File: src/rtl/uart_pkg.sv
// Shared constants, state encodings and helpers for the uart_xcvr transceiver.
// Latency: n/a (package only).
// Backpressure: n/a (package only).
package uart_pkg;

    // Parity selection
    localparam int PAR_NONE = 0;
    localparam int PAR_ODD  = 1;
    localparam int PAR_EVEN = 2;

    // Oversampling: one bit period is OVS ticks; majority taken over three mid-bit ticks
    localparam int OVS       = 16;
    localparam int SAMPLE_LO = 7;
    localparam int SAMPLE_MID = 8;
    localparam int SAMPLE_HI = 9;

    typedef enum logic [2:0] {
        TX_IDLE,
        TX_START,
        TX_DATA,
        TX_PARITY,
        TX_STOP
    } tx_state_e;

    typedef enum logic [2:0] {
        RX_IDLE,
        RX_START,
        RX_DATA,
        RX_PARITY,
        RX_STOP
    } rx_state_e;

    // Clock cycles per oversample tick, rounded to nearest, never below 1
    function automatic int calc_div(input int clk_freq, input int baud);
        int d;
        d = (clk_freq + (baud * OVS) / 2) / (baud * OVS);
        if (d < 1) begin
            d = 1;
        end
        return d;
    endfunction

    // Expected parity bit for a payload; narrower payloads are zero-padded,
    // which leaves the XOR unchanged
    function automatic logic par_bit(input logic [7:0] d, input int parity);
        return (^d) ^ (parity == PAR_ODD);
    endfunction

endpackage

File: src/rtl/uart_xcvr_if.sv
// Byte-side handshake bundle of the UART transceiver (TX producer + RX consumer).
// Latency: n/a (wires only).
// Backpressure: tx_valid/tx_ready and rx_valid/rx_ready handshakes.
// master: on-chip producer/consumer; slave: the transceiver.
interface uart_xcvr_if #(
    parameter int DATA_BITS = 8
);
    logic [DATA_BITS-1:0] tx_data;
    logic                 tx_valid;
    logic                 tx_ready;
    logic [DATA_BITS-1:0] rx_data;
    logic                 rx_valid;
    logic                 rx_ready;
    logic                 rx_frame_err;
    logic                 rx_parity_err;
    logic                 rx_overrun;

    modport master (
        output tx_data, tx_valid, rx_ready,
        input  tx_ready, rx_data, rx_valid, rx_frame_err, rx_parity_err, rx_overrun
    );

    modport slave (
        input  tx_data, tx_valid, rx_ready,
        output tx_ready, rx_data, rx_valid, rx_frame_err, rx_parity_err, rx_overrun
    );
endinterface

File: src/rtl/uart_os_tick.sv
// Free-running oversample tick: one-cycle pulse every DIV clocks.
// Latency: first tick DIV cycles after reset release (every cycle when DIV=1).
// Backpressure: none; always runs.
// Ports: sys_clk, rst (sync, active-high), tick (out).
module uart_os_tick #(
    parameter int DIV = 1
) (
    input  logic sys_clk,
    input  logic rst,
    output logic tick
);
    localparam int CW = (DIV > 1) ? $clog2(DIV) : 1;
    localparam logic [CW-1:0] LAST = CW'(DIV - 1);

    logic [CW-1:0] cnt_q;
    logic [CW-1:0] cnt_d;

    always_comb begin
        cnt_d = cnt_q + 1'b1;
        if (cnt_q == LAST) begin
            cnt_d = '0;
        end
    end

    always_ff @(posedge sys_clk) begin
        if (rst) begin
            cnt_q <= '0;
        end else begin
            cnt_q <= cnt_d;
        end
    end

    assign tick = (cnt_q == LAST);

endmodule

File: src/rtl/uart_xcvr.sv
// Full-duplex UART with configurable width/parity/stop bits, 16x oversampled RX.
// Latency: TX start bit begins on the first tick after accept; rx_valid is set on the stop-bit sample edge.
// Backpressure: tx_ready low while a frame is in flight; an unconsumed rx byte makes the next frame drop with rx_overrun.
// Ports: sys_clk, rst (sync, active-high), bus (byte handshakes), txd (serial out), rxd (async serial in).
module uart_xcvr
    import uart_pkg::*;
#(
    parameter int CLK_FREQ  = 100_000_000,
    parameter int BAUD      = 115_200,
    parameter int DATA_BITS = 8,
    parameter int PARITY    = 0,
    parameter int STOP_BITS = 1
) (
    input  logic       sys_clk,
    input  logic       rst,
    uart_xcvr_if.slave bus,
    output logic       txd,
    input  logic       rxd
);
    localparam int         DIV        = calc_div(CLK_FREQ, BAUD);
    localparam logic [3:0] TICK_LAST  = 4'(OVS - 1);
    localparam logic [3:0] TICK_PRE   = 4'(OVS - 2);
    localparam logic [3:0] S_LO       = 4'(SAMPLE_LO);
    localparam logic [3:0] S_MID      = 4'(SAMPLE_MID);
    localparam logic [3:0] S_HI       = 4'(SAMPLE_HI);
    localparam logic [2:0] BIT_LAST   = 3'(DATA_BITS - 1);
    localparam logic       STOP_LAST  = 1'(STOP_BITS - 1);
    localparam bit         HAS_PAR    = (PARITY != PAR_NONE);

    logic tick;

    uart_os_tick #(.DIV(DIV)) u_os_tick (
        .sys_clk (sys_clk),
        .rst     (rst),
        .tick    (tick)
    );

    // ------------------------------------------------------------------
    // Transmitter
    // ------------------------------------------------------------------
    tx_state_e            tx_state_q, tx_state_d;
    logic [3:0]           tx_tick_q, tx_tick_d;
    logic [2:0]           tx_bit_q, tx_bit_d;
    logic                 tx_stop_q, tx_stop_d;
    logic [DATA_BITS-1:0] tx_shift_q, tx_shift_d;
    logic                 tx_par_q, tx_par_d;
    logic                 txd_q, txd_d;
    logic                 tx_ready_int;

    assign tx_ready_int = (tx_state_q == TX_IDLE) && !rst;

    // The edge that changes txd counts as tick 0 of the new bit, so each
    // bit holds for exactly OVS ticks.
    always_comb begin
        tx_state_d = tx_state_q;
        tx_tick_d  = tx_tick_q;
        tx_bit_d   = tx_bit_q;
        tx_stop_d  = tx_stop_q;
        tx_shift_d = tx_shift_q;
        tx_par_d   = tx_par_q;
        txd_d      = txd_q;
        unique case (tx_state_q)
            TX_IDLE: begin
                txd_d = 1'b1;
                if (bus.tx_valid && tx_ready_int) begin
                    tx_shift_d = bus.tx_data;
                    tx_par_d   = par_bit(8'(bus.tx_data), PARITY);
                    tx_tick_d  = '0;
                    tx_state_d = TX_START;
                end
            end
            TX_START: begin
                if (tick) begin
                    // txd still high here means the start bit has not begun yet
                    if (txd_q) begin
                        txd_d     = 1'b0;
                        tx_tick_d = '0;
                    end else if (tx_tick_q == TICK_LAST) begin
                        txd_d      = tx_shift_q[0];
                        tx_tick_d  = '0;
                        tx_bit_d   = '0;
                        tx_state_d = TX_DATA;
                    end else begin
                        tx_tick_d = tx_tick_q + 4'd1;
                    end
                end
            end
            TX_DATA: begin
                if (tick) begin
                    if (tx_tick_q == TICK_LAST) begin
                        tx_tick_d = '0;
                        if (tx_bit_q == BIT_LAST) begin
                            if (HAS_PAR) begin
                                txd_d      = tx_par_q;
                                tx_state_d = TX_PARITY;
                            end else begin
                                txd_d      = 1'b1;
                                tx_stop_d  = 1'b0;
                                tx_state_d = TX_STOP;
                            end
                        end else begin
                            tx_bit_d   = tx_bit_q + 3'd1;
                            tx_shift_d = tx_shift_q >> 1;
                            txd_d      = tx_shift_q[1];
                        end
                    end else begin
                        tx_tick_d = tx_tick_q + 4'd1;
                    end
                end
            end
            TX_PARITY: begin
                if (tick) begin
                    if (tx_tick_q == TICK_LAST) begin
                        txd_d      = 1'b1;
                        tx_tick_d  = '0;
                        tx_stop_d  = 1'b0;
                        tx_state_d = TX_STOP;
                    end else begin
                        tx_tick_d = tx_tick_q + 4'd1;
                    end
                end
            end
            TX_STOP: begin
                if (tick) begin
                    // Leave on the 16th tick of the last stop bit so a waiting
                    // byte can start without an extra idle bit.
                    if ((tx_stop_q == STOP_LAST) && (tx_tick_q == TICK_PRE)) begin
                        tx_state_d = TX_IDLE;
                    end else if (tx_tick_q == TICK_LAST) begin
                        tx_tick_d = '0;
                        tx_stop_d = 1'b1;
                    end else begin
                        tx_tick_d = tx_tick_q + 4'd1;
                    end
                end
            end
            default: begin
                txd_d      = 1'b1;
                tx_state_d = TX_IDLE;
            end
        endcase
    end

    always_ff @(posedge sys_clk) begin
        if (rst) begin
            tx_state_q <= TX_IDLE;
            tx_tick_q  <= '0;
            tx_bit_q   <= '0;
            tx_stop_q  <= 1'b0;
            tx_shift_q <= '0;
            tx_par_q   <= 1'b0;
            txd_q      <= 1'b1;
        end else begin
            tx_state_q <= tx_state_d;
            tx_tick_q  <= tx_tick_d;
            tx_bit_q   <= tx_bit_d;
            tx_stop_q  <= tx_stop_d;
            tx_shift_q <= tx_shift_d;
            tx_par_q   <= tx_par_d;
            txd_q      <= txd_d;
        end
    end

    assign txd          = txd_q;
    assign bus.tx_ready = tx_ready_int;

    // ------------------------------------------------------------------
    // Receiver
    // ------------------------------------------------------------------
    logic                 rxd_meta_q, rxd_meta_d;
    logic                 rxd_sync_q, rxd_sync_d;
    rx_state_e            rx_state_q, rx_state_d;
    logic [3:0]           rx_tick_q, rx_tick_d;
    logic [2:0]           rx_bit_q, rx_bit_d;
    logic [1:0]           rx_samp_q, rx_samp_d;
    logic [DATA_BITS-1:0] rx_shift_q, rx_shift_d;
    logic                 rx_frm_perr_q, rx_frm_perr_d;
    logic [DATA_BITS-1:0] rx_data_q, rx_data_d;
    logic                 rx_valid_q, rx_valid_d;
    logic                 rx_ferr_q, rx_ferr_d;
    logic                 rx_perr_q, rx_perr_d;
    logic                 rx_ovr_q, rx_ovr_d;
    logic                 rx_maj;
    logic                 rx_done;
    logic                 rx_mid;
    logic                 rx_end;

    // Majority of the samples at ticks 7 and 8 with the live sample at tick 9
    assign rx_maj = (rx_samp_q[0] & rx_samp_q[1]) |
                    (rx_samp_q[0] & rxd_sync_q)   |
                    (rx_samp_q[1] & rxd_sync_q);
    assign rx_mid = tick && (rx_tick_q == S_HI);
    assign rx_end = tick && (rx_tick_q == TICK_LAST);

    always_comb begin
        rxd_meta_d    = rxd;
        rxd_sync_d    = rxd_meta_q;
        rx_state_d    = rx_state_q;
        rx_tick_d     = rx_tick_q;
        rx_bit_d      = rx_bit_q;
        rx_samp_d     = rx_samp_q;
        rx_shift_d    = rx_shift_q;
        rx_frm_perr_d = rx_frm_perr_q;
        rx_done       = 1'b0;

        if (rx_state_q != RX_IDLE && tick) begin
            rx_tick_d = rx_tick_q + 4'd1;
            if (rx_tick_q == S_LO) begin
                rx_samp_d[0] = rxd_sync_q;
            end
            if (rx_tick_q == S_MID) begin
                rx_samp_d[1] = rxd_sync_q;
            end
        end

        unique case (rx_state_q)
            RX_IDLE: begin
                rx_tick_d = '0;
                if (!rxd_sync_q) begin
                    rx_frm_perr_d = 1'b0;
                    rx_state_d    = RX_START;
                end
            end
            RX_START: begin
                if (rx_mid && rx_maj) begin
                    rx_state_d = RX_IDLE;       // glitch, not a start bit
                end else if (rx_end) begin
                    rx_bit_d   = '0;
                    rx_state_d = RX_DATA;
                end
            end
            RX_DATA: begin
                if (rx_mid) begin
                    rx_shift_d = {rx_maj, rx_shift_q[DATA_BITS-1:1]};
                end
                if (rx_end) begin
                    if (rx_bit_q == BIT_LAST) begin
                        rx_state_d = HAS_PAR ? RX_PARITY : RX_STOP;
                    end else begin
                        rx_bit_d = rx_bit_q + 3'd1;
                    end
                end
            end
            RX_PARITY: begin
                if (rx_mid) begin
                    rx_frm_perr_d = rx_maj ^ par_bit(8'(rx_shift_q), PARITY);
                end
                if (rx_end) begin
                    rx_state_d = RX_STOP;
                end
            end
            RX_STOP: begin
                // Only the first stop bit is checked; returning to IDLE here
                // lets the next start edge be caught early.
                if (rx_mid) begin
                    rx_done    = 1'b1;
                    rx_state_d = RX_IDLE;
                end
            end
            default: begin
                rx_state_d = RX_IDLE;
            end
        endcase
    end

    // Output holding register: consume, load, or drop-with-overrun
    always_comb begin
        rx_data_d  = rx_data_q;
        rx_valid_d = rx_valid_q;
        rx_ferr_d  = rx_ferr_q;
        rx_perr_d  = rx_perr_q;
        rx_ovr_d   = 1'b0;
        if (rx_valid_q && bus.rx_ready) begin
            rx_valid_d = 1'b0;
        end
        if (rx_done) begin
            if (!rx_valid_q || bus.rx_ready) begin
                rx_data_d  = rx_shift_q;
                rx_ferr_d  = !rx_maj;
                rx_perr_d  = rx_frm_perr_q;
                rx_valid_d = 1'b1;
            end else begin
                rx_ovr_d = 1'b1;
            end
        end
    end

    always_ff @(posedge sys_clk) begin
        if (rst) begin
            rxd_meta_q    <= 1'b1;
            rxd_sync_q    <= 1'b1;
            rx_state_q    <= RX_IDLE;
            rx_tick_q     <= '0;
            rx_bit_q      <= '0;
            rx_samp_q     <= '0;
            rx_shift_q    <= '0;
            rx_frm_perr_q <= 1'b0;
            rx_data_q     <= '0;
            rx_valid_q    <= 1'b0;
            rx_ferr_q     <= 1'b0;
            rx_perr_q     <= 1'b0;
            rx_ovr_q      <= 1'b0;
        end else begin
            rxd_meta_q    <= rxd_meta_d;
            rxd_sync_q    <= rxd_sync_d;
            rx_state_q    <= rx_state_d;
            rx_tick_q     <= rx_tick_d;
            rx_bit_q      <= rx_bit_d;
            rx_samp_q     <= rx_samp_d;
            rx_shift_q    <= rx_shift_d;
            rx_frm_perr_q <= rx_frm_perr_d;
            rx_data_q     <= rx_data_d;
            rx_valid_q    <= rx_valid_d;
            rx_ferr_q     <= rx_ferr_d;
            rx_perr_q     <= rx_perr_d;
            rx_ovr_q      <= rx_ovr_d;
        end
    end

    assign bus.rx_data       = rx_data_q;
    assign bus.rx_valid      = rx_valid_q;
    assign bus.rx_frame_err  = rx_ferr_q;
    assign bus.rx_parity_err = rx_perr_q;
    assign bus.rx_overrun    = rx_ovr_q;

endmodule

File: src/flat_wrapper.sv
// flat-port wrapper written by rule: the top's interface ports become plain ports
module uart_xcvr_flat import uart_pkg::*;
#(
    parameter int CLK_FREQ  = 100_000_000,
    parameter int BAUD      = 115_200,
    parameter int DATA_BITS = 8,
    parameter int PARITY    = 0,
    parameter int STOP_BITS = 1
)
  (sys_clk, rst, txd, rxd, bus_tx_data, bus_tx_valid, bus_rx_ready, bus_tx_ready, bus_rx_data, bus_rx_valid, bus_rx_frame_err, bus_rx_parity_err, bus_rx_overrun);
  uart_xcvr_if #(.DATA_BITS(DATA_BITS)) bus_i ();
  input  logic sys_clk;
  input  logic rst;
  output logic txd;
  input  logic rxd;
  input wire logic [$bits(bus_i.tx_data)-1:0] bus_tx_data;
  input wire logic [$bits(bus_i.tx_valid)-1:0] bus_tx_valid;
  input wire logic [$bits(bus_i.rx_ready)-1:0] bus_rx_ready;
  output wire logic [$bits(bus_i.tx_ready)-1:0] bus_tx_ready;
  output wire logic [$bits(bus_i.rx_data)-1:0] bus_rx_data;
  output wire logic [$bits(bus_i.rx_valid)-1:0] bus_rx_valid;
  output wire logic [$bits(bus_i.rx_frame_err)-1:0] bus_rx_frame_err;
  output wire logic [$bits(bus_i.rx_parity_err)-1:0] bus_rx_parity_err;
  output wire logic [$bits(bus_i.rx_overrun)-1:0] bus_rx_overrun;
  assign bus_i.tx_data = bus_tx_data;
  assign bus_i.tx_valid = bus_tx_valid;
  assign bus_i.rx_ready = bus_rx_ready;
  assign bus_tx_ready = bus_i.tx_ready;
  assign bus_rx_data = bus_i.rx_data;
  assign bus_rx_valid = bus_i.rx_valid;
  assign bus_rx_frame_err = bus_i.rx_frame_err;
  assign bus_rx_parity_err = bus_i.rx_parity_err;
  assign bus_rx_overrun = bus_i.rx_overrun;
  uart_xcvr #(.CLK_FREQ(CLK_FREQ), .BAUD(BAUD), .DATA_BITS(DATA_BITS), .PARITY(PARITY), .STOP_BITS(STOP_BITS)) u_core (.sys_clk(sys_clk), .rst(rst), .bus(bus_i), .txd(txd), .rxd(rxd));
endmodule
File: config.mk
export PLATFORM = sky130hd
export DESIGN_NAME = uart_xcvr_flat
export DESIGN_NICKNAME = d
export VERILOG_FILES = /design/src/rtl/uart_pkg.sv /design/src/rtl/uart_xcvr_if.sv /design/src/rtl/uart_os_tick.sv /design/src/rtl/uart_xcvr.sv /design/src/flat_wrapper.sv
export SDC_FILE = /design/constraint.sdc
export NUM_CORES = 1
export LEC_CHECK = 0
export CAP_MARGIN = 20
export CORE_MARGIN = 10
export CORE_UTILIZATION = 51
export DETAILED_ROUTE_END_ITERATION = 8
export GPL_ROUTABILITY_DRIVEN = 1
export PLACE_DENSITY_LB_ADDON = 0.1
export SLEW_MARGIN = 20
export SYNTH_ARGS = -nofsm -noshare
export SYNTH_HDL_FRONTEND = slang
export SYNTH_SLANG_ARGS = --single-unit
File: constraint.sdc
create_clock -name sys_clk -period 2.3 [get_ports sys_clk]
set_clock_uncertainty 0.1 [all_clocks]
set_input_delay 0.46 -clock sys_clk [delete_from_list [all_inputs] [get_ports sys_clk]]
set_output_delay 0.46 -clock sys_clk [all_outputs]
set_load 0.01 [all_outputs]
==> results of run 1 <==
[cells by family (layout without fill, tap and decap cells)]
group / Yosys count / count (layout)
AO/OA/AOI/OAI: 73 / 73
XOR/XNOR: 14 / 14
adder cells (fa/ha/maj): 12 / 12
buffers and inverters: 31 / 66
flip-flops: 61 / 61
multiplexers: 17 / 17
AND/OR/NAND/NOR: 132 / 132
[flip-flops by register name (all words and copies together) (netlist names), 2 cells and up]
| register | flops |
|---|---|
| u_core.rx_tick_q | 4 |
| u_core.u_os_tick.cnt_q | 6 |
| u_core.rx_bit_q | 3 |
| u_core.tx_shift_q | 8 |
| u_core.tx_bit_q | 3 |
| u_core.tx_state_q | 3 |
| u_core.rx_state_q | 3 |
| u_core.rx_shift_q | 8 |
| u_core.tx_tick_q | 4 |
| u_core.bus.rx_data | 8 |
| u_core.rx_samp_q | 2 |
[per-layer routing]
metal  share of wire [%]  wire (um)  vias up  GRT usage, %
li1                    -          -     1271             -
met1                  49       3030     1181          18.4
met2                  45       2730       40          21.3
met3                 4.4        267        9          3.42
met4                 1.5         92        0          6.63
met5                   0          0        -             0
[layout by cell type, fill, tap and decap left out, types with 2 or more instances in the layout]
master | Yosys | routed
and4b_1 | 2 | 2
a311oi_1 | 7 | 7
nor3_1 | 13 | 13
or4_1 | 2 | 2
and3_2 | 1 | 2
nand3_1 | 7 | 7
or2_2 | 2 | 2
a22oi_1 | 2 | 2
o21ai_0 | 22 | 22
clkinv_2 | 0 | 2
and2_1 | 3 | 3
a21oi_1 | 23 | 23
dfxtp_2 | 0 | 2
inv_1 | 11 | 11
clkbuf_8 | 0 | 9
o2111ai_1 | 2 | 2
buf_4 | 1 | 14
mux2i_1 | 17 | 17
bufinv_16 | 0 | 3
nand2_1 | 28 | 28
xor2_1 | 4 | 4
nand4_1 | 5 | 5
or3_1 | 3 | 3
xnor2_1 | 9 | 9
or3b_2 | 5 | 5
ha_1 | 11 | 10
nor2b_1 | 4 | 4
a211oi_1 | 3 | 3
nor3b_1 | 2 | 2
nand3b_1 | 4 | 4
nand2b_1 | 3 | 3
dfxtp_1 | 61 | 59
nor2_1 | 38 | 38
nor4_1 | 3 | 3
clkdlybuf4s50_1 | 0 | 24
[through the flow]
step,total power (uW),hold slack [ns]
final,2390,0.316
after global routing,2490,0.338
after CTS,2420,0.318
after detailed placement,1310,0.301
after global placement,1310,0.302
after floorplan,1240,0.289
[worst min-delay path by stage]
stage	start	endpoint	slack (ns)	depth (start not counted)
finish	u_core.rxd_meta_q$_SDFF_PP1_	u_core.rxd_sync_q$_SDFF_PP1_	0.32	1
global route	u_core.rxd_meta_q$_SDFF_PP1_	u_core.rxd_sync_q$_SDFF_PP1_	0.34	1
CTS	u_core.rxd_meta_q$_SDFF_PP1_	u_core.rxd_sync_q$_SDFF_PP1_	0.32	1
detailed placement	u_core.rxd_meta_q$_SDFF_PP1_	u_core.rxd_sync_q$_SDFF_PP1_	0.30	1
global placement	u_core.rxd_meta_q$_SDFF_PP1_	u_core.rxd_sync_q$_SDFF_PP1_	0.30	1
floorplan	u_core.rxd_meta_q$_SDFF_PP1_	u_core.rxd_sync_q$_SDFF_PP1_	0.29	1
[worst reg2reg max path, cell delays in order (launching register included)]
cell     delay (ns)
dfxtp_2        0.37
ha_2           0.21
and3_2         0.26
nand3_4        0.12
or3_1          0.38
or4_1          0.47
a21oi_1        0.15
[area by class of cell]
type                       instances  area (um^2)
clock buffer                      10          128
clock inverter                     5          100
fill                             491         2010
inverter                          11         41.3
multi-input combinational        248         1620
sequential                        61         1220
tap                               72         90.1
timing repair buffer              40          359
[power breakdown]
| group | switching [uW] | internal, uW | total [uW] |
|---|---|---|---|
| sequential | 22.5 | 1080 | 1100 |
| combinational | 96.5 | 82.1 | 179 |
| clock | 401 | 711 | 1110 |
[timing repair]
| action | in CTS | in global routing |
|---|---|---|
| resized for setup | 1 | 4 |
| endpoints found under the setup margin | 1 | 6 |
| hold buffers | 0 | 0 |
==> results.md, run 1 <==
* Detailed placement HPWL at ~4.2 mm
* CP Buf/Inv Count at 0
* Placed insts at 432
* Largest family of logic cells by synthesized area: simple AND/OR/NAND/NOR gates
* Slew Viols, Final at 0
* Final Util at between 60% and 70%
* Cell area after placement at ~0.0033 mm^2
* First-pass DRT Iterations at 4
* DR vias/cell at 5.60
* # clock sinks at 61
* Via count at 2501
* Grt ovf at 0
* Cells along the critical path: ha_2 -> and3_2 -> nand3_4 -> or3_1 -> or4_1 -> a21oi_1
* Stages on worst setup path at 6
* Setup WS post-layout at approximately 0.15 ns
* Worst Setup EP: u_core.tx_bit_q[0]$_SDFFE_PP0P_
* Port Buffer Count at 26
* Io pins at 27
* Fmax at roughly 470 MHz
* Slowest stage delay, CP at 0.47 ns
* Cell family with most CP delay: simple AND/OR/NAND/NOR gates
* Vias in the first global route at 2291
* Pin count of the biggest net entering global routing at 58
* Worst R2R Path Depth at 6
* Fin crit share at 93.4%
* WP data arrival at 2.31 ns
* Max Cap Violations at 0
* Clock root cell: clkbuf_8
* Placer Congestion at 0.889
* Ys flop type: dfxtp_1
* Setup bufs post-CTS at 0
* Clock Path Buffers at 2
* FFs w/ async S/R, synth at 0%
* Tmin final at about 2.1 ns
* Post-synthesis mux area share at 5.73%
* Complex-gate fraction of the synthesized area at 16.0%
* Worst-path clk slew at 0.07 ns
* Source of the critical timing path: u_core.tx_tick_q[0]$_SDFFE_PP0P_
* Post-synth EDFFs at 0
* Netlist area before placement at 0.00297 mm^2
* Syn Nets at 364
* Die width at 96.3 um
* Setup crit end kind: register
* Inserted Clock Buffers at 9
* Reg2reg start: u_core.tx_tick_q[0]$_SDFFE_PP0P_
* Most area-consuming cells after synthesis: dfxtp_1, mux2i_1, nor2_1, ha_1, a21oi_1
* Hold Path Class: reg2reg
* # rows at 27
* Drt drc at 0
* DRT antenna net count at 0
* Synth Instances at 340
* Iteration-0 DRC count of the detailed router at 65
* R2R Setup Slk at 0.15 ns
* CP Max Fanout at 6
* GRT Util Overall at around 14%
* Top cell type by total area after synthesis: dfxtp_1
* Initial antenna violation count at 0
* Synth Warn # at 0
* Synth Area in XOR/XNOR at 4.60%
* Worst r2r dst: u_core.tx_bit_q[0]$_SDFFE_PP0P_
* First-pass GRT wire length at 10.5 mm
* Drt wl/cell at between 10 and 15 um
* Yosys cell types at 55
* Top post-synthesis cells by count: dfxtp_1, nor2_1, nand2_1, a21oi_1, o21ai_0
* Clk_lat worst skew at 0.33 ns
* Status: completed
* Adder-Cell Fraction of Synth Area at 4.97%
* Core area at 0.00557 mm^2
* Drt total wl at 6.12 mm
* Static leakage at 0.00130 uW
* Dpl ws at 0.0276 ns
* Setup violations, final at 0
* Mapped Avg Cell Area at 8.73 um^2
* Die area at 0.00927 mm^2
* RSZ-0062 raised after global routing: no
* Yosys reg bits at between 60 and 70
* Slowest CP cell: or4_1
* Final layout net count at 395
* Final hold vios at 0
* Worst slew pin tran at approximately 0.59 ns
* Die Span Y at about 96 um
* Area growth syn-to-layout at 20.2%
* Worst IR Drop VDD at 0.512 mV
* P per Cell Area at 672 mW/mm^2
* Count leader, synth: dfxtp_1
* Crit path kind: reg2reg
* CTS tree: yes
* Share of layout cells above drive strength 1 at 12.8%
* Worst Path Required at 2.46 ns
* ANT cells at 0
* Final Instance Area at 0.00357 mm^2
* Setup TNS Final at 0 ns
* Initial core utilization at 53.2%
* Slew HR at between 60% and 70%
* Layout Cells excl Fill at 447
* H-tree lvl count at 3
* Synth top area share at between 40% and 50%
* Setup crit start kind: register
* Simple-gate portion of the synthesized area at 23.3%
* Post-synthesis sequential area ratio at about two fifths
(Power assumes the default switching activity.)
==> run 2, diff against run 1 <==
==> constraint.sdc (replaced) <==
create_clock -name sys_clk -period 2.1 [get_ports sys_clk]
set_clock_uncertainty 0.1 [all_clocks]
set_input_delay 0.42 -clock sys_clk [delete_from_list [all_inputs] [get_ports sys_clk]]
set_output_delay 0.42 -clock sys_clk [all_outputs]
set_load 0.01 [all_outputs]
==> results.md, run 2 (synthesis results as in run 1) <==
* Clock Path Buffers at 2 (unchanged)
* Die width at 96.3 um (unchanged)
* H-tree lvl count at 3 (unchanged)
* Io pins at 27 (unchanged)
* Reg area at 0.00122 mm^2 (unchanged)
* Setup TNS Final at 0 ns (unchanged)
* CTS tree: yes
* Final layout net count at 415 (+5.1%)
* DR vias/cell at 5.54 (-1.0%)
* Drt wl/cell at 14.0 um (+2.4%)
* Setup violations, final at 0 (unchanged)
* Setup crit start kind: register
* Worst slew pin tran at 0.482 ns (-0.108 ns)
* Iteration-0 DRC count of the detailed router at 186 (+190%)
* Port Buffer Count at 26 (unchanged)
* Commonest non-fill, non-tap cell in the layout: dfxtp_1
* WP data arrival at 2.23 ns (-0.08 ns)
* GRT Util Overall at 15.0% (+0.97 points)
* Hold wc startpoint: u_core.rxd_meta_q$_SDFF_PP1_
* First-pass DRT Iterations at 4 (unchanged)
* Source of the critical timing path: u_core.tx_bit_q[0]$_SDFFE_PP0P_
* Detailed placement HPWL at 4.53 mm (+9.1%)
* Met2 wire len at 3.03 mm (+11%)
* Share of layout cells above drive strength 1 at 19.2% (+6.4 points)
* RSZ-0062 raised after global routing: yes
* First-pass GRT wire length at 11.2 mm (+6.7%)
* Worst Path Required at 2.26 ns (-0.20 ns)
* Drt total wl at 6.54 mm (+6.9%)
* CP Max Fanout at 3 (-3)
* Area growth syn-to-layout at 28.3%
* Fill count at 475 (-3.3%)
* Slew HR at 67.9% (+7.2 points)
* Most frequent cells in the layout: dfxtp_1, nor2_1, buf_4, nand2_1, clkdlybuf4s50_1
* DRT antenna net count at 0 (unchanged)
* Status: completed
* Initial antenna violation count at 0 (unchanged)
* Top Metal Used: met4
* Via count at 2586 (+3.4%)
* P per Cell Area at 711 mW/mm^2 (+5.9%)
* Cell area after placement at 0.00350 mm^2 (+5.0%)
* Static leakage at 0.00143 uW (+9.6%)
* Setup crit end kind: register
* Slew Viols, Final at 0 (unchanged)
* Inserted Clock Buffers at 9 (unchanged)
* WL met3 at 300 um (+12%)
* Met1 WL at 3.11 mm (+2.8%)
* Crit path kind: reg2reg
* Tmin final at 2.07 ns (-0.0797 ns)
* ANT cells at 0 (unchanged)
* Reg2reg start: u_core.tx_bit_q[0]$_SDFFE_PP0P_
* Pin count of the biggest net entering global routing at 48 (-17%)
* Initial core utilization at 53.2% (unchanged)
* Vias in the first global route at 2508 (+9.5%)
* Die Span Y at 96.3 um (unchanged)
* # clock sinks at 61 (unchanged)
* Die area at 0.00927 mm^2 (unchanged)
* Fin crit share at 98.6% (+5.1 points)
* Final hold vios at 0 (unchanged)
* Worst IR Drop VDD at 0.538 mV (+5.0%)
* Final Instance Area at 0.00381 mm^2 (+6.8%)
* Max Cap Violations at 0 (unchanged)
* Clk_lat worst skew at 0.33 ns (about the same)
* Placer Congestion at 0.862 (-3.1%)
* Area of the multi-input gates at 0.00167 mm^2 (+3.0%)
* Fmax at 483 MHz (+3.9%)
* Grt ovf at 0 (unchanged)
* Hold Path Class: reg2reg
* Core area at 0.00557 mm^2 (unchanged)
* Clock root cell: clkbuf_8
* Drt drc at 0 (unchanged)
* # rows at 27 (unchanged)
* Worst-path clk slew at 0.06 ns (about the same)
-- run 2: power by group --
part	internal, uW	switching (uW)
sequential	1180	21.5
clock	845	432
combinational	109	117
-- run 2: final cells by class --
type                            count  area share, %
Timing Repair Buffer               60           14.0
Inverter                           11           1.08
Tap cell                           72           2.37
Clock inverter                      4           2.50
Clock buffer                       11           3.98
Sequential cell                    61           32.1
Multi-Input combinational cell    248           43.9
-- run 2: what timing repair did --
item,in CTS,in global routing
setup buffers,1,0
endpoints found under the setup margin,10,1
hold buffers,0,0
resized for setup,2,8
pin swaps,1,3
-- run 2: metrics by stage --
step | worst slack, ns | utilization, % | hold slack (ns) | std cells | power (uW)
after floorplan | -0.0409 | - | 0.289 | 340 | 1360
after global placement | -0.0792 | 62.8 | 0.300 | 451 | 1450
after detailed placement | -0.115 | 62.8 | 0.296 | 451 | 1450
after CTS | 0.0293 | 67.6 | 0.311 | 467 | 2740
after global routing | -0.0327 | 68.3 | 0.328 | 467 | 2810
final | 0.0304 | 68.3 | 0.310 | 467 | 2710
-- run 2: critical path: stages (launching register included) --
cell and delay, ns:
dfxtp_2 0.34, ha_4 0.16, ha_4 0.16, nor3b_2 0.17
a21oi_1 0.06, or3_4 0.40, or4_4 0.49, a21oi_2 0.12
-- run 2: worst paths after layout --
kind,depth (start not counted),endpoint,slack [ns]
min reg2reg,1,u_core.rxd_sync_q$_SDFF_PP1_,0.31
max reg2reg,7,u_core.tx_bit_q[0]$_SDFFE_PP0P_,0.03
min,1,u_core.rxd_sync_q$_SDFF_PP1_,0.31
max,7,u_core.tx_bit_q[0]$_SDFFE_PP0P_,0.03
-- run 2: per-layer routing --
| layer | GRT usage [%] | vias to the layer above |
|---|---|---|
| li1 | - | 1309 |
| met1 | 18.8 | 1219 |
| met2 | 23.7 | 49 |
| met3 | 3.50 | 9 |
| met4 | 7.49 | 0 |
| met5 | 0 | - |
==> run 3, diff against run 2 <==
--- a/config.mk
+++ b/config.mk
@@ -10,7 +10,7 @@
 export CORE_UTILIZATION = 51
 export DETAILED_ROUTE_END_ITERATION = 8
 export GPL_ROUTABILITY_DRIVEN = 1
-export PLACE_DENSITY_LB_ADDON = 0.1
+export PLACE_DENSITY = 0.72
 export SLEW_MARGIN = 20
 export SYNTH_ARGS = -nofsm -noshare
 export SYNTH_HDL_FRONTEND = slang
==> results.md, run 3 (synthesis results as in run 1) <==
* Status: completed
* Area growth syn-to-layout at 25.7%
* Hold wc startpoint: rst
* Setup crit end kind: register
* H-tree lvl count at 3 (unchanged)
* Slowest stage delay, CP at 0.52 ns (+0.03 ns)
* Clk_lat worst skew at 0.34 ns (about the same)
* Met2 usage at 22.3% (-1.4 points)
* Worst IR Drop VDD at 0.437 mV (-19%)
* Setup violations, final at 0 (unchanged)
* Tmin final at 2.09 ns (+0.0189 ns)
* Grt ovf at 0 (unchanged)
* Max Cap Violations at 0 (unchanged)
* Crit path kind: reg2reg
* Net Switching at 639 uW (+12%)
* DR vias/cell at 5.53 (about the same)
* Cell family with most CP delay: simple AND/OR/NAND/NOR gates
* Most frequent cells in the layout: dfxtp_1, nor2_1, buf_4, nand2_1, clkdlybuf4s50_1
* Grt met1 use at 18.8% (about the same)
* Placer Congestion at 0.844 (-2.1%)
* CP Buf/Inv Count at 0 (unchanged)
* Sw frac at 27.1% (+6.0 points)
* Reg2reg start: u_core.tx_bit_q[0]$_SDFFE_PP0P_
* Io pins at 27 (unchanged)
* Final hold vios at 0 (unchanged)
* Clk pwr share at 39.5% (-7.6 points)
* Drt total wl at 6.55 mm (+0.11%)
* GRT met3 Usage at 3.19% (-0.31 points)
* Fin crit share at 99.5% (+0.90 points)
* Slew HR at 65.0% (-2.9 points)
* Via count at 2584 (-0.077%)
* Worst-path clk slew at 0.07 ns (about the same)
* Hold WS at 0.270 ns (-0.0404 ns)
* Core area at 0.00557 mm^2 (unchanged)
* Slew Viols, Final at 0 (unchanged)
* Crit path top cell by count: ha_4
* DRT antenna net count at 0 (unchanged)
* Die width at 96.3 um (unchanged)
* Static leakage at 0.00139 uW (-2.6%)
* Inserted Clock Buffers at 9 (unchanged)
* CP Max Fanout at 3 (unchanged)
* Final Util at 66.9% (-1.4 points)
* Worst Path Required at 2.27 ns (about the same)
* Stages on worst setup path at 7 (unchanged)
* Setup crit start kind: register
* Comb power frac at 9.5% (+1.2 points)
* Clock root cell: clkbuf_8
* WP data arrival at 2.26 ns (+0.03 ns)
* Final layout net count at 414 (-0.24%)
* Cells along the critical path: ha_4 -> ha_4 -> nor3b_2 -> a21oi_1 -> or3_1 -> or4_4 -> a21oi_2
* Commonest non-fill, non-tap cell in the layout: dfxtp_1
* Layer with the highest usage: met2
* Drt wl/cell at 14.0 um (+0.11%)
* GRT Util Overall at 14.7% (-0.36 points)
* RSZ-0062 raised after global routing: yes
* First-pass DRT Iterations at 4 (unchanged)
* Initial core utilization at 53.2% (unchanged)
* First-pass GRT wire length at 11.0 mm (-2.6%)
* Drt drc at 0 (unchanged)
* Iteration-0 DRC count of the detailed router at 187 (+0.54%)
* P per Cell Area at 632 mW/mm^2 (-11%)
* Hold Path Class: in2reg
* Die Span Y at 96.3 um (unchanged)
* Pin count of the biggest net entering global routing at 54 (+13%)
* Die area at 0.00927 mm^2 (unchanged)
* Vias in the first global route at 2448 (-2.4%)
* Slowest CP cell: or4_4
* # clock sinks at 61 (unchanged)
* CTS tree: yes
* Detailed placement HPWL at 4.44 mm (-2.0%)
* Share of layout cells above drive strength 1 at 19.2% (unchanged)
* Port Buffer Count at 26 (unchanged)
* Clock Path Buffers at 2 (unchanged)
* Cell internal pwr at 1720 uW (-20%)
* Worst hold path depth at 2 (+1)
* Flop pwr share at 51.0% (+6.5 points)
* # rows at 27 (unchanged)
* Worst slew pin tran at 0.519 ns (+0.0372 ns)
* Post-CTS Hold Buffers at 0 (unchanged)
* ANT cells at 0 (unchanged)
* Initial antenna violation count at 0 (unchanged)
* Fmax at 479 MHz (-0.91%)
* Worst R2R Path Depth at 7 (unchanged)
* Source of the critical timing path: u_core.tx_bit_q[0]$_SDFFE_PP0P_
[run 3: metrics by stage]
step	area [um^2]	setup TNS (ns)	total power, uW	cells	setup slack (ns)
2_1_floorplan	2980	-0.0409	1360	340	-0.0409
3_3_place_gp	3490	-0.0984	1440	448	-0.0589
3_5_place_dp	3490	-0.244	1450	448	-0.119
4_1_cts	3670	0	2370	464	0.000145
5_1_grt	3730	-0.0581	2460	467	-0.0581
6_report	3730	0	2360	467	0.0115
[run 3: worst paths after layout]
check / endpoint / slack (ns)
worst max-delay path: u_core.tx_bit_q[0]$_SDFFE_PP0P_ / 0.01
worst min register to register: u_core.rxd_sync_q$_SDFF_PP1_ / 0.32
worst max register to register: u_core.tx_bit_q[0]$_SDFFE_PP0P_ / 0.01
worst min-delay path: u_core.tx_tick_q[3]$_SDFFE_PP0P_ / 0.27
[run 3: power by group through the flow]
stage                     clock [uW]  sequential [uW]  combinational [uW]
after floorplan                    0             1230                 134
after global placement             0             1230                 211
after detailed placement           0             1230                 216
after CTS                        956             1200                 216
after global routing            1010             1210                 244
final                            931             1200                 224
[run 3: layout make-up]
type / instances / area [um^2]
clock buffers: 9 / 124
clock inverters: 7 / 51.3
fillers: 480 / 1840
inverters: 11 / 41.3
multi-input cells: 248 / 1670
flip-flops and latches: 61 / 1230
well taps: 72 / 90.1
repair buffers: 59 / 527
[run 3: repair_timing]
action | in CTS | in global routing
cloned | 0 | 0
gates resized for setup | 2 | 9
setup endpoints to repair | 4 | 10
pin swaps | 1 | 6
buffers inserted | 0 | 3
[run 3: layer usage]
metal	vias up	routed length [um]
met5	-	0
met4	0	157
met3	13	274
met2	51	2960
met1	1207	3160
li1	1313	-
[run 3: worst reg2reg max path, cell delays in order (launching register included)]
cell     delay [ns]
dfxtp_4        0.36
ha_4           0.16
ha_4           0.15
nor3b_2        0.17
a21oi_1        0.05
or3_1          0.39
or4_4          0.52
a21oi_2        0.12
